**src/rtl/tmr_error_monitor.sv**
```systemverilog
// rtl/tmr_error_monitor.sv - TMR voter error monitor: event counter, sticky flags, alarm, snapshot port
module tmr_error_monitor #(
    parameter int NSRC      = 8,
    parameter int CNT_WIDTH = 16
) (
    input  logic                 clk,
    input  logic                 rst,
    input  logic                 enable,
    input  logic [NSRC-1:0]      tmrErr,
    input  logic                 clrReq,
    input  logic [CNT_WIDTH-1:0] threshold,
    input  logic                 snapReq,
    input  logic                 snapAck,
    output logic [CNT_WIDTH-1:0] errCount,
    output logic [NSRC-1:0]      errSticky,
    output logic                 alarm,
    output logic                 snapValid,
    output logic [CNT_WIDTH-1:0] snapCount,
    output logic [NSRC-1:0]      snapSticky
);

    typedef enum logic [1:0] {
        IDLE  = 2'd0,
        VALID = 2'd1,
        WAIT  = 2'd2
    } snap_state_t;

    snap_state_t          state;
    logic [NSRC-1:0]      err_q;
    logic [NSRC-1:0]      rise;
    logic [CNT_WIDTH:0]   inc;
    logic [CNT_WIDTH:0]   sum;
    logic [CNT_WIDTH-1:0] count_base;
    logic [CNT_WIDTH-1:0] count_next;
    logic [NSRC-1:0]      sticky_next;

    assign rise = tmrErr & ~err_q & {NSRC{enable}};

    always_comb begin
        inc = '0;
        for (int i = 0; i < NSRC; i++) begin
            inc = inc + {{CNT_WIDTH{1'b0}}, rise[i]};
        end
    end

    // A clear restarts from zero but still keeps this cycle's events.
    assign count_base  = clrReq ? '0 : errCount;
    assign sum         = {1'b0, count_base} + inc;
    assign count_next  = sum[CNT_WIDTH] ? {CNT_WIDTH{1'b1}} : sum[CNT_WIDTH-1:0];
    assign sticky_next = clrReq ? rise : (errSticky | rise);

    always_ff @(posedge clk or posedge rst) begin
        if (rst) begin
            err_q     <= '0;
            errCount  <= '0;
            errSticky <= '0;
            alarm     <= 1'b0;
        end else begin
            err_q     <= tmrErr;
            errCount  <= count_next;
            errSticky <= sticky_next;
            alarm     <= (threshold != '0) && (count_next >= threshold);
        end
    end

    // Snapshot handshake; the unused encoding behaves as IDLE.
    always_ff @(posedge clk or posedge rst) begin
        if (rst) begin
            state      <= IDLE;
            snapValid  <= 1'b0;
            snapCount  <= '0;
            snapSticky <= '0;
        end else begin
            case (state)
                VALID: begin
                    if (snapAck) begin
                        state     <= WAIT;
                        snapValid <= 1'b0;
                    end
                end
                WAIT: begin
                    snapValid <= 1'b0;
                    if (!snapReq) begin
                        state <= IDLE;
                    end
                end
                default: begin
                    if (snapReq) begin
                        state      <= VALID;
                        snapValid  <= 1'b1;
                        snapCount  <= count_next;
                        snapSticky <= sticky_next;
                    end else begin
                        state     <= IDLE;
                        snapValid <= 1'b0;
                    end
                end
            endcase
        end
    end

endmodule

```
**config.mk**
```make
export PLATFORM = sky130hd
export DESIGN_NAME = tmr_error_monitor
export DESIGN_NICKNAME = d
export VERILOG_FILES = /design/src/rtl/tmr_error_monitor.sv
export SDC_FILE = /design/constraint.sdc
export NUM_CORES = 1
export LEC_CHECK = 0
export ABC_AREA = 1
export ABC_CLOCK_PERIOD_IN_PS = 4900
export BUFFER_PORTS_ARGS = -buffer_cell sky130_fd_sc_hd__buf_2
export CAP_MARGIN = 20
export CORE_ASPECT_RATIO = 0.9
export CORE_MARGIN = 4
export CORE_UTILIZATION = 49
export CTS_BUF_LIST = sky130_fd_sc_hd__clkbuf_4 sky130_fd_sc_hd__clkbuf_8 sky130_fd_sc_hd__clkbuf_16
export CTS_CLUSTER_DIAMETER = 40
export CTS_CLUSTER_SIZE = 8
export DETAILED_ROUTE_END_ITERATION = 8
export PLACE_DENSITY = 0.82
export SLEW_MARGIN = 20
export SYNTH_ARGS = -nofsm -noshare
export SYNTH_HDL_FRONTEND = slang
export SYNTH_SLANG_ARGS = --single-unit
```
**constraint.sdc**
```tcl
create_clock -name clk -period 4.9 [get_ports clk]
set_clock_uncertainty 0.15 [all_clocks]
set_input_delay 0.98 -clock clk [delete_from_list [all_inputs] [get_ports clk]]
set_output_delay 0.98 -clock clk [all_outputs]
set_load 0.01 [all_outputs]
```
==> results of run 1 <==
## final cells by class
type,count,area (µm²),share of cell area [%]
timing repair buffer,120,713,15.6
sequential,60,1500,32.9
tap,90,113,2.47
inverter,60,238,5.21
clock inverter,4,72.6,1.59
clock buffer,11,151,3.32
multi-input combinational,289,1780,38.9
## cell usage after synthesis (all sizes together), types with 2 or more instances
cell type | number | area share [%]
nand4 | 4 | 0.75
ha | 25 | 9.4
nand3b | 2 | 0.56
o21ai | 9 | 1.3
dfrtp | 60 | 45
nand3 | 28 | 5.2
a21oi | 9 | 1.3
inv | 60 | 6.7
nor2 | 52 | 6.1
nor3 | 2 | 0.45
fa | 5 | 3.0
buf | 4 | 0.97
a31oi | 8 | 1.5
nand2 | 135 | 15
clkbuf | 5 | 0.56
nor4 | 5 | 0.94
## routing by layer
layer | global-route usage (%) | up-vias
met4 | 9.31 | 0
met5 | 0 | -
met3 | 6.42 | 16
met1 | 33.5 | 1532
li1 | - | 1553
met2 | 38.8 | 109
## how the worst max path moves through the flow
stage / startpoint / to / cells past startpoint
after floorplan: enable / alarm / 28
after global placement: enable / alarm / 26
after detailed placement: enable / alarm / 25
after CTS: enable / alarm / 25
after global routing: enable / alarm / 27
final: enable / alarm / 25
## power by group through the flow
stage	sequential [W]	combinational (W)	clock (W)
after CTS	0.000623	0.000495	0.000509
after floorplan	0.000664	0.000244	0
final	0.000624	0.000494	0.000505
after global placement	0.000628	0.000466	0
after detailed placement	0.000632	0.000484	0
after global routing	0.000635	0.000558	0.000538
## critical path, stage by stage
cell and delay [ps]:
buf_8 100, inv_12 40, nor2_1 100, nand2_1 100, fa_1 470, fa_1 500
inv_1 50, fa_1 470, inv_1 50, fa_2 330, inv_2 70, fa_2 200
nand2_2 70, nand2_2 100, nand2_4 80, nor2_4 120, nand4_1 240, nand3_2 220
ha_4 220, a21oi_1 130, o21ai_1 70, a21oi_1 170, nand3_1 100, nand2_1 70
inv_1 30
## state kept, by name (all words and copies together), names as in the netlist
register,cells
state,2
snapSticky,8
snapCount,16
err_q,8
alarm,1
snapValid,1
errCount,16
errSticky,8
## logic make-up after synthesis
| kind of cell | Yosys count |
|---|---|
| AOI/OAI and AO/OA | 28 |
| xor gates and xnor gates | 1 |
| adders and majority gates | 30 |
| buffers and inverters | 69 |
| DFF | 60 |
| and+or+nand+nor | 230 |
## what timing repair did
action                                  in CTS  in global routing
setup buffers                                5                  1
hold buffers                                 0                  0
cloned                                       0                  0
endpoints found under the setup margin       1                  1
pin swaps                                   18                  3
gates resized for setup                     27                  7
## stage by stage
step                      hold WS [ps]  std cells  instance area, µm²
after floorplan                    318        418                3410
after global placement             306        613                4130
after detailed placement           310        613                4130
after CTS                          329        633                4520
after global routing               344        634                4570
final                              326        634                4570
==> results, run 1 <==
- After detailed routing, no signal wire sits above met4.
- Clock tree synthesis inserted a total of 9 buffers.
- Setup repair after global routing could not meet its margin everywhere.
- The final hold violation count was 0.
- The proportion of layout cells with a drive suffix above 1 is 33.6%.
- The number of flops mapped to enable cells by yosys is 0.
- In the post-route analysis, the smallest setup slack over all paths is -77.2 ps.
- The number of diodes is 0.
- The number of I/O pins is 80.
- The power density normalized to cell area is 356 mW/mm².
- The routed design has 9300 µm of wire.
- Along the worst hold path, the cell count comes to 2.
- The number of nets still failing antenna checks after routing is 0.
- The number of buffers on the longest clock path is 2.
- The data arrival at the endpoint of the critical path is 5070 ps.
- The core region is 0.00662 mm².
- Summing internal, switching and leakage power gives 0.00162 W.
- The launching element type of the critical path is an input pin.
- The leading register cell type out of synthesis is dfrtp_1.
- Leaving out fill and tap cells, the most frequent cell in the layout is nand2_1.
- After synthesis the netlist holds a flip-flop and latch count of 60.
- The total number of clock tree sinks is 60.
- STA classifies the critical path endpoint as a register.
- At the end of the flow, the number of nets in the layout was 600.
- The average wire length per cell after detail routing is 14.7 µm.
- The worst hold endpoint is snapSticky[7].
- The net count of the mapped netlist is 478.
- Setup total negative slack on the finished layout was measured at -77.2 ps.
- The total die area is 0.00821 mm².
- The number of inserted filler cells in the final layout is 518.
- Entering global routing, the biggest net connects 61 pins.
- After synthesis, the largest family of logic cells by area is simple AND/OR/NAND/NOR gates.
- The static power due to leakage is 2.64 nW.
- The switching share of total power is 33.4%.
- Summing the areas of all xor and xnor instances in the mapped netlist gives 0.262% of the synthesized area.
- The distinct cell type count of the synthesized netlist is 29.
- The initial utilization of the core area, before any placement, comes to 50.5%.
- The switching power of the nets is 0.000542 W.
- The run finished, with violations left.
- The required time of the critical path is 4990 ps.
- The initial antenna violation count is 0.
- Wire segments on met2 add up to 4360 µm in the final route.
- Along the worst path, the maximum fanout reaches 4.
- The worst path in the final design needs a cycle of 4980 ps, including I/O delays and setup.
- Using the TritonRoute via totals, the vias-per-cell ratio works out to 5.06.
- The pre-antenna-repair detailed-routing pass consisted of 6 iterations.
- During synthesis, Yosys emitted a total of 0 warnings.
- The clock edge transition at the registers on the reported setup and hold paths is 70 ps.
- Global routing finished with a remaining overflow of 0.
- The sum of net half-perimeters after detailed placement is 6920 µm.
- Measured in cells, the most critical reg-to-reg path has a length of 23.
- Buffers placed on the I/O ports in this run total 79.
- The top achievable clock speed is 0.201 GHz.
- The tightest min-delay check is of the reg -> reg type.
- The via count of the routed design is 3210.
- The post-synthesis simple-gate area fraction is 29.6%.
- The die width is 95.1 µm.
- The adder-cell share of the synthesized area is 12.3%.
- The first global-routing pass estimated 15700 µm of wire.
- The detailed router put a total of 4160 µm of wire on met1.
- OpenSTA, run right after detailed placement, puts the worst setup slack at -586 ps.
- The worst-case headroom to the max-slew limit is 29.9%.
- The area growth from synthesis to layout is 36.5%.
- The setup path with the least slack is of type in -> reg.
- The clock root buffer is clkbuf_8.
- The internal portion of the total power is 0.00108 W.
- The later pin in the worst-skew pair is clocked with a latency of 340 ps.
- Summing the areas of all compound-gate instances in the mapped netlist gives 4.64% of the synthesized area.
- The top cell types in the final layout, fill and taps aside, are 125 x nand2_1, 78 x buf_2, 60 x dfrtp_1.
- In the synthesized netlist, mux cells make up 0% of the area.
- In this run the number of H-tree levels came out at 3.
- At the end of routability-driven placement, the weighted congestion stood at 0.916.
- In this run the mean area of a mapped cell was 8.00 µm².
- For this run, design rule violations remaining after detail routing come to 0.
- The row count is 28.
- Setup violations remaining at the end of the flow were counted as 1.
- In the global route stage, overall resource usage came out at 24.9%.
- The startpoint identified for the worst register-to-register timing path is err_q[0].
- The startpoint of the tightest hold check path is snapSticky[7].
- Summing every instance area after synthesis gives 0.00334 mm².
- Setup slack on the worst reg-to-reg path comes out at 270 ps.
- The share of total power dissipated in the clock network is 31.1%.
- After synthesis, flip-flops and latches occupy 44.9% of the total area.
- The number of maximum-capacitance violations is 0.
- The y dimension of the die is 86.4 µm.
- The async set-or-reset flop fraction in the synthesized netlist is 100%.
- In this run, the number of DRC markers left after iteration 0 of detailed routing was 152.
- The sequential share of power is 38.5%.
- The checks that failed: setup timing.
- The endpoint identified for the worst register-to-register timing path is alarm.
- The number of max-slew violations in the final report was 0.
- The cell count after synthesis came out at 418.
- The portion of total power attributed to combinational logic is 30.5%.
- The number of global-route vias before repair is 3329.
- In the detailed route, the total length drawn on met3 is 608 µm.
- The TritonCTS clock tree is built.
- Cells fill 69.0% of the core in the end.
- At the pin with the least slew margin, the transition time is 1050 ps.
- IR analysis of the VDD net gives a maximum drop of 180 µV.
- Of the available clock period, the critical path in the final layout requires 102%.
No activity file was read; power rests on OpenSTA's default activity.
==> run 2, diff against run 1 <==
--- a/config.mk
+++ b/config.mk
@@ -6,17 +6,17 @@
 export NUM_CORES = 1
 export LEC_CHECK = 0
 export ABC_AREA = 1
-export ABC_CLOCK_PERIOD_IN_PS = 4900
+export ABC_CLOCK_PERIOD_IN_PS = 5800
 export BUFFER_PORTS_ARGS = -buffer_cell sky130_fd_sc_hd__buf_2
 export CAP_MARGIN = 20
 export CORE_ASPECT_RATIO = 0.9
 export CORE_MARGIN = 4
-export CORE_UTILIZATION = 49
+export CORE_UTILIZATION = 58
 export CTS_BUF_LIST = sky130_fd_sc_hd__clkbuf_4 sky130_fd_sc_hd__clkbuf_8 sky130_fd_sc_hd__clkbuf_16
 export CTS_CLUSTER_DIAMETER = 40
 export CTS_CLUSTER_SIZE = 8
 export DETAILED_ROUTE_END_ITERATION = 8
-export PLACE_DENSITY = 0.82
+export PLACE_DENSITY = 0.9
 export SLEW_MARGIN = 20
 export SYNTH_ARGS = -nofsm -noshare
 export SYNTH_HDL_FRONTEND = slang
==> constraint.sdc (replaced) <==
create_clock -name clk -period 5.8 [get_ports clk]
set_clock_uncertainty 0.15 [all_clocks]
set_input_delay 1.16 -clock clk [delete_from_list [all_inputs] [get_ports clk]]
set_output_delay 1.16 -clock clk [all_outputs]
set_load 0.01 [all_outputs]
==> run 2 against run 1 <==
Effect of this change:
- the flow now finishes without violations
- clock power shrank 25%
- sequential power shrank 15%
- setup slack gained 270 ps
- core utilization grew 9.6 points
- combinational power shrank 19%
- cell count shrank 5.7%
- design area shrank 6.9%
- first-iteration DRC count grew 52%
- power shrank 19%
- register-to-register slack gained 530 ps
==> results, run 2 (same netlist as run 1, synthesis figures left out) <==
- The flow ran to the end, and the final reports show no timing, DRC or antenna violations.
- Leaving out fill and tap cells, the most frequent cells in the layout are 130 x nand2_1, 79 x buf_2, 60 x dfrtp_1.
- The total track usage is 27.5%.
- The final hold violation count is 0.
- Measured against its own limit, the worst slew margin works out to 30.0%.
- The average via count per standard cell is 5.50.
- The top achievable clock speed is 0.178 GHz.
- The row count is 25.
- The TritonCTS buffer count is 9.
- STA classifies the critical path startpoint as an input pin.
- The category of the critical setup timing path is in -> reg.
- The final critical path takes up 96.7% of the cycle.
- In the final design database the tool counted 586 nets.
- The first global-routing pass estimated 14800 µm of wire.
- The sum of net half-perimeters after detailed placement is 6760 µm.
- In the final layout, the registers with the most flip-flops are errCount (16), snapCount (16).
- The post-layout minimum cycle time is 5610 ps.
- In the final timing run, aggregate negative setup slack is 0 ps.
- The class of the tightest hold or removal check is reg -> reg.
- In this run the deepest clock path goes through 2 buffers.
- After clock tree synthesis, the clock-pin slew on the worst setup and hold paths is 70 ps.
- For this run, design rule violations remaining after detail routing come to 0.
- The kind of cell with the highest combined delay on the critical path is adder cells.
- The proportion of layout cells with a drive suffix above 1 is 29.0%.
- The area growth from synthesis to layout is 27.1%.
- For this design the ratio of total power to cell area is 309 mW/mm².
- The initial utilization of the core area, before any placement, comes to 61.8%.
- The final RePlAce weighted congestion is 0.924.
- The required time of the critical path is 5880 ps.
- For the worst-skew pair, the clock arrives at the later sink with an insertion delay of 340 ps.
- At the pin with the least slew margin, the transition time is 1050 ps.
- In the final routed layout, each cell accounts on average for 16.1 µm.
- The number of global-route vias before repair is 3235.
- The global route total overflow is 0.
- The wire length reported by the detailed router is 9600 µm.
- The total area inside the core boundary comes to 0.00541 mm².
- The H-tree was split into 3 levels.
- The count of nets left with antenna violations once routing finished came out at 0.
- The number of failing setup endpoints in the final timing report is 0.
- CTS placed an instance of clkbuf_8 at the clock tree root.
- The number of maximum-capacitance violations is 0.
- The via count of the routed design is 3287.
- After the first detailed-routing iteration, the DRC count stood at 231.
- The initial antenna violation count is 0.
- The total die area is 0.00705 mm².
- The number of max-slew violations in the final report is 0.
- The library cell used most frequently in the layout, excluding fill and tap cells, is nand2_1.
- 0 antenna diodes ended up in the layout.
- The sort of element at the end of the critical path is a register.
- Entering global routing, the biggest net connects 61 pins.
- The pre-antenna-repair detailed-routing pass consisted of 5 iterations.
- Cells fill 78.6% of the core in the end.
- The TritonCTS clock tree is built.
- The count of input and output buffers is 79.
- Data on the critical path arrives at its endpoint at 5690 ps.
- The worst-path maximum fanout is 7.
- The total placed instance area is 0.00396 mm².
- The largest voltage drop on the vdd net is 264 µV.
- The slowest stage cell on the critical path is fa_1.
- The clock drives 60 sinks.
- The y dimension of the die is 80.0 µm.
- The critical path contains buffers and inverters numbering 7 combined.
- The static power due to leakage is 2.53 nW.
- The die width is 88.0 µm.
- During I/O placement, the number of pins put on the boundary was 80.
- After filler insertion, the fill cell instance count of the layout stands at 373.
- The largest stage delay on the critical path is 550 ps.
- The finished cells cover 0.00425 mm².
-- run 2: cell count changes in the layout (fill, tap and decap cells not counted), sizes merged --
cell / previous run / this run
clkinv: 1 / 4
buf: 120 / 106
bufinv: 2 / 1
clkbuf: 11 / 10
-- run 2: metrics by stage --
stage / worst slack, ps / instances / hold slack, ps / power, W
after floorplan: 186 / 418 / 318 / 0.000765
after global placement: -26.1 / 580 / 308 / 0.000894
after detailed placement: -284 / 580 / 310 / 0.000922
after CTS: 46.9 / 596 / 330 / 0.00130
after global routing: -51.5 / 598 / 356 / 0.00139
final: 191 / 598 / 327 / 0.00131
-- run 2: cell type report --
class	instances	area (µm²)	area share [%]
Tap cell	67	83.8	1.97
Multi-Input combinational cell	289	1650	38.7
Inverter	60	225	5.30
Sequential cell	60	1500	35.3
Clock inverter	6	65.1	1.53
Clock buffer	10	131	3.09
Timing Repair Buffer	106	598	14.1
-- run 2: worst paths after layout --
path | from | endpoint | slack (ps) | depth (start not counted)
setup / recovery | enable | alarm | 190 | 26
hold / removal | snapCount[12] | snapCount[12] | 330 | 2
setup reg to reg | err_q[3] | alarm | 800 | 24
hold reg to reg | snapCount[12] | snapCount[12] | 330 | 2
max in group asynchronous | rst | snapCount[6] | 4140 | 3
min in group asynchronous | rst | err_q[1] | 880 | 3
-- run 2: per-layer routing --
| layer | wire [µm] | share of wire (%) | GRT usage, % | vias up |
|---|---|---|---|---|
| met5 | 0 | 0 | 0 | - |
| met4 | 259 | 2.7 | 13.9 | 0 |
| met2 | 4700 | 49 | 45.4 | 168 |
| met1 | 4000 | 42 | 34.5 | 1564 |
| met3 | 645 | 6.7 | 5.06 | 28 |
| li1 | - | - | - | 1527 |
-- run 2: report_power, final --
group          leakage [nW]  internal, W  switching (W)
Sequential            0.781     0.000489      0.0000407
Clock                0.0996     0.000203       0.000178
Combinational          1.65     0.000144       0.000259
Total                  2.53     0.000836       0.000477
-- run 2: what timing repair did --
action	4_1_cts	5_1_grt
endpoints found under the setup margin	0	1
resized for setup	0	20
buffers inserted	0	2
hold buffers	0	0
-- run 2: worst reg2reg max path, stage by stage (launching register included) --
cell and delay (ps):
dfrtp_1 400, nor2_2 110, nand2_2 80, fa_1 510
fa_1 550, inv_1 60, fa_1 530, inv_1 60
fa_1 420, inv_2 80, fa_2 190, nand2_1 70
nand2_1 80, nand2_2 110, nor2_4 150, nand3_4 140
buf_4 200, nand3_1 140, ha_1 260, nand2_1 140
o21ai_0 130, a21oi_1 160, nand3_1 90, nand2_1 60
inv_1 30
==> run 3, diff against run 2 <==
--- a/config.mk
+++ b/config.mk
@@ -16,7 +16,7 @@
 export CTS_CLUSTER_DIAMETER = 40
 export CTS_CLUSTER_SIZE = 8
 export DETAILED_ROUTE_END_ITERATION = 8
-export PLACE_DENSITY = 0.9
+export PLACE_DENSITY = 0.85
 export SLEW_MARGIN = 20
 export SYNTH_ARGS = -nofsm -noshare
 export SYNTH_HDL_FRONTEND = slang
==> run 3 against run 2 <==
Effect of this change:
- critical path depth is 2 higher
- flip-flop and latch count stayed put
- design area is 0.32% higher
- die area stayed put
- setup slack worse by 56 ps
- sequential share of layout area is 0.11 points lower
- power is 0.26% lower
==> results, run 3 (same netlist as run 1, synthesis figures left out) <==
- The run finished with clean final reports.
- The via count of the routed design is 3199.
- The number of max-slew violations in the final report is 0.
- The clock latency reported for the late side of the worst-skew pair is 340 ps.
- The number of I/O pins is 80.
- The area inside the core boundary is 0.00541 mm².
- STA classifies the critical path startpoint as an input pin.
- The largest net degree at the start of global routing is 61.
- The pin slew with the least headroom to its limit is 745 ps.
- From bottom edge to top edge, the die measures 80.0 µm.
- The ratio of final minimum period to clock period is 97.7%.
- The first global-routing pass estimated 14500 µm of wire.
- Dividing the detail-routed wire length by the instance count gives 15.0 µm.
- The first TritonRoute pass finished after 5 iterations.
- In this run the horizontal extent of the chip is 88.0 µm.
- The path class of the tightest hold or removal check is reg -> reg.
- TritonCTS built the clock tree.
- The most common cell after layout, fill and taps aside is nand2_1.
- The tool flagged a number of max-cap violations equal to 0.
- The number of buffers on the longest clock path is 2.
- The number of global-route vias before repair came to 3087.
- The final hold violation count is 0.
- The floorplan has 25 rows.
- The wire length reported by the detailed router is 8970 µm.
- The initial utilization of the core area, before any placement, comes to 61.8%.
- The worst pin sits at a relative slew slack of 50.4%.
- The top achievable clock speed is 0.177 GHz.
- The final core utilization is 78.8%.
- The number of failing setup endpoints in the final timing report is 0.
- VDD sags by at most 266 µV.
- The clock edge transition at the registers on the reported setup and hold paths is 60 ps.
- The sum of net half-perimeters after detailed placement is 6440 µm.
- The global route total overflow is 0.
- The required time of the critical path is 5890 ps.
- The critical path in this run is classified as in -> reg.
- From synthesis to final layout, the design area changed by 27.5%.
- The filler cells instantiated in the layout total 364.
- The total power after layout is 0.00131 W.
- The violation count after the first detailed-routing iteration is 217.
- The largest registers in the layout are errCount (16), snapCount (16).
- The count of hold-fix buffers inserted at cts is 0.
- The post-route netlist has 28.6% of its cells at a drive strength greater than 1.
- The total die area is 0.00705 mm².
- The total track usage is 26.9%.
- The worst hold slack is 323 ps.
- The detail route stage leaves a number of antenna-violating nets equal to 0.
- Of all nets on the critical path, the largest fanout is 4.
- Power spread over the standard cell area amounts to 307 mW/mm².
- The total DRC errors in the routed layout is 0.
- The H-tree was split into 3 levels.
- The worst path meets setup with 135 ps of slack.
- The final RePlAce weighted congestion is 0.903.
- 0 antenna diodes ended up in the layout.
- The root buffer cell chosen for the clock tree is clkbuf_8.
- In the layout the commonest cells are 129 x nand2_1, 79 x buf_2, 60 x dfrtp_1.
- The worst setup path is captured at a register.
- In this run the tool buffered the top-level ports with 79 buffer cells.
- The initial antenna violation count came to 0.
- Prior to clock tree synthesis, the placed netlist has a worst setup slack of -347 ps.
- The static power due to leakage is 2.54 nW.
- The average via count per standard cell is 5.34.
- Clock tree synthesis found a total of 60 sinks.
- The post-layout minimum cycle time is 5670 ps.
- For this run, the post-layout net count is 587.
- TritonCTS created 9 clock buffers.
- Data arrives at the worst endpoint at 5760 ps.
[run 3: timing repair]
action                     CTS  global route
pin swaps                    0             4
gates resized for setup      1            18
buffers inserted             0             3
setup endpoints to repair    1             1
[run 3: critical path: stages]
cell and delay (ps):
buf_2 90, inv_1 90, nor2_1 130, nand2_1 120, fa_1 480, fa_1 560, inv_1 60, fa_1 530
inv_1 60, fa_1 420, inv_2 80, fa_2 200, nand2_1 70, nand2_2 90, nand2_4 80, nor2_4 110
nand2_1 90, inv_2 80, nand3_2 90, and2_4 190, ha_1 290, nand2_2 110, buf_4 120, o21ai_0 80
a21oi_1 160, nand3_1 120, nand2_1 70, inv_1 40
[run 3: through the flow]
stage	area [µm²]	TNS, ps	std cells
global placement	3950	-36.0	579
floorplan	3340	0	418
CTS	4170	0	595
detailed placement	3950	-347	579
finish	4270	0	599
global route	4270	-39.7	599
[run 3: layout make-up]
cell class | instances | area, µm² | share of cell area, %
Clock buffer | 12 | 159 | 3.73
Clock inverter | 4 | 47.5 | 1.11
Inverter | 60 | 225 | 5.28
Multi-Input combinational cell | 289 | 1630 | 38.3
Sequential cell | 60 | 1500 | 35.2
Tap cell | 67 | 83.8 | 1.97
Timing Repair Buffer | 107 | 617 | 14.5
[run 3: path summary, 6_finish.rpt]
path	depth (start not counted)	from	endpoint	slack [ps]
max in group asynchronous	3	rst	snapCount[11]	4140
min in group asynchronous	3	rst	errSticky[3]	870
setup reg to reg	26	err_q[0]	alarm	740
setup / recovery	28	enable	alarm	130
hold / removal	2	snapCount[12]	snapCount[12]	320
hold reg to reg	2	snapCount[12]	snapCount[12]	320
[run 3: power by group]
group          total [W]  leakage (nW)  switching (W)  internal (W)
combinational   0.000399          1.65       0.000246      0.000152
sequential      0.000527         0.781      0.0000371      0.000490
clock           0.000385         0.106       0.000160      0.000225
[run 3: layer usage]
metal,track usage (%),vias up,part of all wire (%)
li1,-,1541,-
met4,8.91,0,2.6
met2,42.2,159,46
met3,6.71,28,8.0
met5,0,-,0
met1,36.6,1471,43
